File: src/rtl/c432_irq_pkg.sv
// Shared types and constants for the c432 interrupt sequencer.
// Optional ack timeout is enabled by defining IRQ_ACK_TIMEOUT_EN.
package c432_irq_pkg;

    localparam int NCH_DEF = 9;
    localparam int CHW     = 4;

    localparam logic [1:0] BUS_A = 2'd0;
    localparam logic [1:0] BUS_B = 2'd1;
    localparam logic [1:0] BUS_C = 2'd2;

    typedef enum logic [1:0] {
        IDLE,
        RESOLVE,
        PRESENT,
        SERVICE
    } state_t;

endpackage

File: src/rtl/c432_prio_resolve.sv
// 27-channel priority resolver: bus A over B over C, lower index first.
// Purely combinational so it can be replaced by the optimised netlist.
module c432_prio_resolve
    import c432_irq_pkg::*;
#(
    parameter int NCH = NCH_DEF
) (
    input  logic [NCH-1:0] ma,
    input  logic [NCH-1:0] mb,
    input  logic [NCH-1:0] mc,
    output logic           found,
    output logic [1:0]     bus,
    output logic [CHW-1:0] chan
);

    // Scan lowest priority first so later hits override earlier ones.
    always_comb begin
        found = 1'b0;
        bus   = BUS_A;
        chan  = '0;
        for (int i = NCH - 1; i >= 0; i--) begin
            if (mc[i]) begin
                found = 1'b1;
                bus   = BUS_C;
                chan  = CHW'(i);
            end
        end
        for (int i = NCH - 1; i >= 0; i--) begin
            if (mb[i]) begin
                found = 1'b1;
                bus   = BUS_B;
                chan  = CHW'(i);
            end
        end
        for (int i = NCH - 1; i >= 0; i--) begin
            if (ma[i]) begin
                found = 1'b1;
                bus   = BUS_A;
                chan  = CHW'(i);
            end
        end
    end

endmodule

File: src/rtl/c432_irq_sequencer.sv
// Interrupt sequencer: pending capture, priority resolve, valid/ack, EOI.
// Define IRQ_ACK_TIMEOUT_EN to add the ack timeout and tmo_flag output.
module c432_irq_sequencer
    import c432_irq_pkg::*;
#(
    parameter int NCH = NCH_DEF
`ifdef IRQ_ACK_TIMEOUT_EN
    ,
    parameter int TMO_W = 8
`endif
) (
    input  logic           clk,
    input  logic           rst,
    input  logic [NCH-1:0] req_a,
    input  logic [NCH-1:0] req_b,
    input  logic [NCH-1:0] req_c,
    input  logic [NCH-1:0] en,
    output logic           irq_valid,
    output logic [1:0]     irq_bus,
    output logic [CHW-1:0] irq_chan,
    input  logic           irq_ack,
    input  logic           eoi,
    output logic           busy,
`ifdef IRQ_ACK_TIMEOUT_EN
    output logic           tmo_flag,
`endif
    output logic           pend_any
);

    state_t state, nstate;

    logic [NCH-1:0] pend_a, pend_b, pend_c;
    logic [NCH-1:0] ma, mb, mc;
    logic [NCH-1:0] sel;
    logic [NCH-1:0] clr_a, clr_b, clr_c;
    logic           found;
    logic [1:0]     wbus;
    logic [CHW-1:0] wchan;
    logic           take;
    logic           tmo_hit;

    assign ma       = pend_a & en;
    assign mb       = pend_b & en;
    assign mc       = pend_c & en;
    assign pend_any = |{ma, mb, mc};

    assign take = (state == PRESENT) && irq_ack;
    assign sel  = {{(NCH-1){1'b0}}, 1'b1} << irq_chan;

    assign clr_a = (take && irq_bus == BUS_A) ? sel : '0;
    assign clr_b = (take && irq_bus == BUS_B) ? sel : '0;
    assign clr_c = (take && irq_bus == BUS_C) ? sel : '0;

    c432_prio_resolve #(
        .NCH (NCH)
    ) u_res (
        .ma    (ma),
        .mb    (mb),
        .mc    (mc),
        .found (found),
        .bus   (wbus),
        .chan  (wchan)
    );

    // A request on the same cycle as its ack keeps the bit set.
    always_ff @(posedge clk or posedge rst) begin
        if (rst) begin
            pend_a <= '0;
            pend_b <= '0;
            pend_c <= '0;
        end else begin
            pend_a <= (pend_a & ~clr_a) | req_a;
            pend_b <= (pend_b & ~clr_b) | req_b;
            pend_c <= (pend_c & ~clr_c) | req_c;
        end
    end

`ifdef IRQ_ACK_TIMEOUT_EN
    logic [TMO_W-1:0] tmo_cnt;

    assign tmo_hit = (state == PRESENT) && !irq_ack && (&tmo_cnt);

    always_ff @(posedge clk or posedge rst) begin
        if (rst) begin
            tmo_cnt  <= '0;
            tmo_flag <= 1'b0;
        end else begin
            if (state == RESOLVE) begin
                tmo_cnt <= '0;
            end else if (state == PRESENT && !irq_ack) begin
                tmo_cnt <= tmo_cnt + 1'b1;
            end
            if (tmo_hit) begin
                tmo_flag <= 1'b1;
            end
        end
    end
`else
    assign tmo_hit = 1'b0;
`endif

    always_comb begin
        nstate = state;
        unique case (state)
            IDLE:    if (pend_any) nstate = RESOLVE;
            RESOLVE: nstate = found ? PRESENT : IDLE;
            PRESENT: begin
                if (take)         nstate = SERVICE;
                else if (tmo_hit) nstate = IDLE;
            end
            SERVICE: if (eoi) nstate = IDLE;
        endcase
    end

    always_ff @(posedge clk or posedge rst) begin
        if (rst) begin
            state    <= IDLE;
            irq_bus  <= BUS_A;
            irq_chan <= '0;
        end else begin
            state <= nstate;
            if (state == RESOLVE && found) begin
                irq_bus  <= wbus;
                irq_chan <= wchan;
            end
        end
    end

    assign irq_valid = (state == PRESENT);
    assign busy      = (state != IDLE);

endmodule
File: config.mk
export PLATFORM = sky130hd
export DESIGN_NAME = c432_irq_sequencer
export DESIGN_NICKNAME = d
export VERILOG_FILES = /design/src/rtl/c432_irq_pkg.sv /design/src/rtl/c432_prio_resolve.sv /design/src/rtl/c432_irq_sequencer.sv
export SDC_FILE = /design/constraint.sdc
export NUM_CORES = 1
export LEC_CHECK = 0
export ABC_CLOCK_PERIOD_IN_PS = 4200
export CAP_MARGIN = 5
export CORE_ASPECT_RATIO = 1.1
export CORE_MARGIN = 1.5
export CORE_UTILIZATION = 52
export CTS_CLUSTER_DIAMETER = 150
export DETAILED_ROUTE_END_ITERATION = 8
export PLACE_DENSITY = 0.91
export SYNTH_ARGS = -nofsm -noshare
export SYNTH_HDL_FRONTEND = slang
export SYNTH_SLANG_ARGS = --single-unit
File: constraint.sdc
create_clock -name clk -period 4.2 [get_ports clk]
set_input_delay 0.63 -clock clk [delete_from_list [all_inputs] [get_ports clk]]
set_output_delay 0.63 -clock clk [all_outputs]
set_load 0.02 [all_outputs]
==> impl_metrics.toml <==
[status]
status = "finished clean"

[detailed_routing]
antenna_left = 0
routedWlPerCell_um = 16.3
drt_first_iter_violations = 88
first_pass_iters = 4
wl_mm = 4.93
vias_per_cell = 5.97
vias = 1810
drc = 0

[worst_setup_path]
crit_required_ps = 3570
criticalPathCategory = "input port to output pin"
start_kind = "input port"
critical_path_arrival_ps = 2700
cp_max_fo = 9
end_kind = "output pin"
reg2reg_slack_ps = 2240

[timing]
setup_tns_ps = 0
clock-skew-final_ps = 13.2
slew_violations = 0
rsz0062_at_grt = "false"
min_period_ps = 3330
fin_crit_sh = 0.793
fmax_mhz = 300
finalHoldViolations = 0
setup_viol = 0
tightest_slew_ps = 769
slew_headroom = 0.480

[global_route]
grt_pass1_wl_mm = 8.09
globalRouteTotalUtil = 0.284
grt_antenna_before_repair = 0
grt_pass1_vias = 1666
grt_start_max_net_pins = 36
grt-ovfl-total = 0

[final_layout]
num-fill-cells = 273
seqCellArea_sq_um = 876
multi_input_area_sq_um = 987
antennaDiodeCount = 0
final_layout_size_suffix_gt1_frac = 0.0745
final_util = 0.731
synthToLayoutAreaGrowth_pct = 32.0
fin_nets = 294

[power_and_ir_drop]
switchingPower_mw = 0.334
p_int_mw = 0.618
total_power_mw = 0.952
seqPwrFrac = 0.444
p_per_area_nw_per_um2 = 381
pwr-share-comb = 0.335
swShare = 0.350
peakVddDrop_v = 0.000198
power_frac_clock = 0.220
leakage_nw = 0.894

[logic_synthesis]
yosysTopAreaCell = "dfrtp_1"
yosys.area.top_type_share = 0.463
synth_area_leaders = "dfrtp_1 46%, a21o_1 11%, nand2_1 11%"
synth_fa_ha_area_frac = 0
synth-compound-area-share = 0.313
synth_top_family_by_area = "compound AO/OA/AOI/OAI gates"
synth_mux_area_frac = 0.00596
synth-simple-area-share = 0.203
ys_warn_count = 0
ys.flop_type = "dfrtp_1"
synth_area_per_cell_sq_um = 9.45
syn_nets = 240
synth_edf_count = 0
ys_ff_latch = 35
synth_top_cells_by_count = "55 x nand2_1, 35 x dfrtp_1, 28 x a21o_1"
synthXorXnorAreaFrac = 0
synth_most_common_cell = "nand2_1"
ys_seq_area_frac = 0.463
synth.cell_area_sq_um = 1890
postSynthCellCount = 200
async_reset_ff_frac = 1.00
synth_cell_types = 37

[clock_tree]
cts_num_sinks = 35
post_cts_buffers = 0
root_buffer = "clkbuf_4"
clk_latency_ps = 350
cts.path.max_buffers = 2
clk_pin_slew_ps = 100
numCtsBuffers = 5
htreeDepth = 2
cts_resized = 0
ctsHoldBuffers = 0
cts_tree = "yes"

[placement]
gp_congestion = 0.897
dp_hpwl_mm = 3.79
portBuffers = 48

[floorplanning]
die_w_um = 60.5
rows = 22
die_h_um = 66.2
initial_core_util = 0.554
coreArea_sq_um = 3410
io_pins = 49
die-area_sq_um = 4010

[run]
drv_cap = 0

[hold_path]
holdCritPathClass = "flop to flop"
-- worst paths after layout --
| path | cells past startpoint | startpoint | end |
|---|---|---|---|
| max in group asynchronous | 3 | rst | pend_b[3] |
| worst max register to register | 5 | pend_b[5] | irq_chan[2] |
| min in group asynchronous | 3 | rst | pend_b[8] |
| worst min register to register | 1 | pend_c[2] | pend_c[2] |
| worst max-delay path | 6 | en[5] | pend_any |
| worst min-delay path | 1 | pend_c[2] | pend_c[2] |
-- logic make-up after synthesis --
family,Yosys count
DFF,35
buffers and inverters,5
and+or+nand+nor,81
AOI/OAI and AO/OA,78
muxes,1
-- cell usage in the layout (no fill, tap or decap), drive strengths merged --
master,n
buf,1
a222oi,2
a41oi,2
nor2b,1
nand4,2
and4b,1
clkdlybuf4s50,48
a21o,29
a32oi,2
clkinvlp,1
a31oi,2
nor4,1
dfrtp,35
and4bb,1
clkbuf,7
nand2b,4
inv,3
a22o,3
o21ai,9
a22oi,12
o22a,1
nor2,6
nor3b,2
a221o,2
nor4b,1
o211ai,2
a311o,1
a32o,2
or2,1
or3b,1
mux2,1
nor3,5
nand2,55
a21oi,8
a21boi,1
-- cell type report --
| type | count | share of cell area |
|---|---|---|
| timing repair buffer | 49 | 0.196 |
| sequential | 35 | 0.351 |
| inverter | 3 | 0.00451 |
| multi-input combinational | 160 | 0.396 |
| clock buffer | 7 | 0.0261 |
| clock inverter | 1 | 0.00301 |
| tap | 48 | 0.0241 |
-- worst max-delay path, stage by stage --
cell and delay (ps):
clkdlybuf4s50_1 560, a22oi_1 330, nand4_1 180, and4bb_4 410, nand2_1 60, clkdlybuf4s50_1 530
-- power by group through the flow --
stage	clock network, mW	registers, mW	logic [mW]
detailed placement	0	0.428	0.319
global route	0.233	0.430	0.350
finish	0.210	0.423	0.319
CTS	0.214	0.422	0.321
floorplan	0	0.436	0.169
global placement	0	0.427	0.314
-- per-stage QoR --
stage               worst slack (ps)  hold WS, ps  cell area [sq um]  cells
floorplan                       1970          472               1890    200
global placement                 940          488               2420    295
detailed placement               870          493               2420    295
CTS                              873          515               2490    303
global route                     709          535               2490    303
finish                           871          515               2490    303
-- per-layer routing --
metal,track usage,part of all wire
met2,0.452,0.49
met4,0.125,0.037
met1,0.348,0.41
met3,0.0900,0.064
met5,0,0
-- registers in the layout, indices dropped and copies added (netlist names), named ones only --
signal and count:
irq_bus 2, irq_chan 4, pend_a 9, pend_b 9, pend_c 9, state 1
No activity file was read; power rests on OpenSTA's default activity.
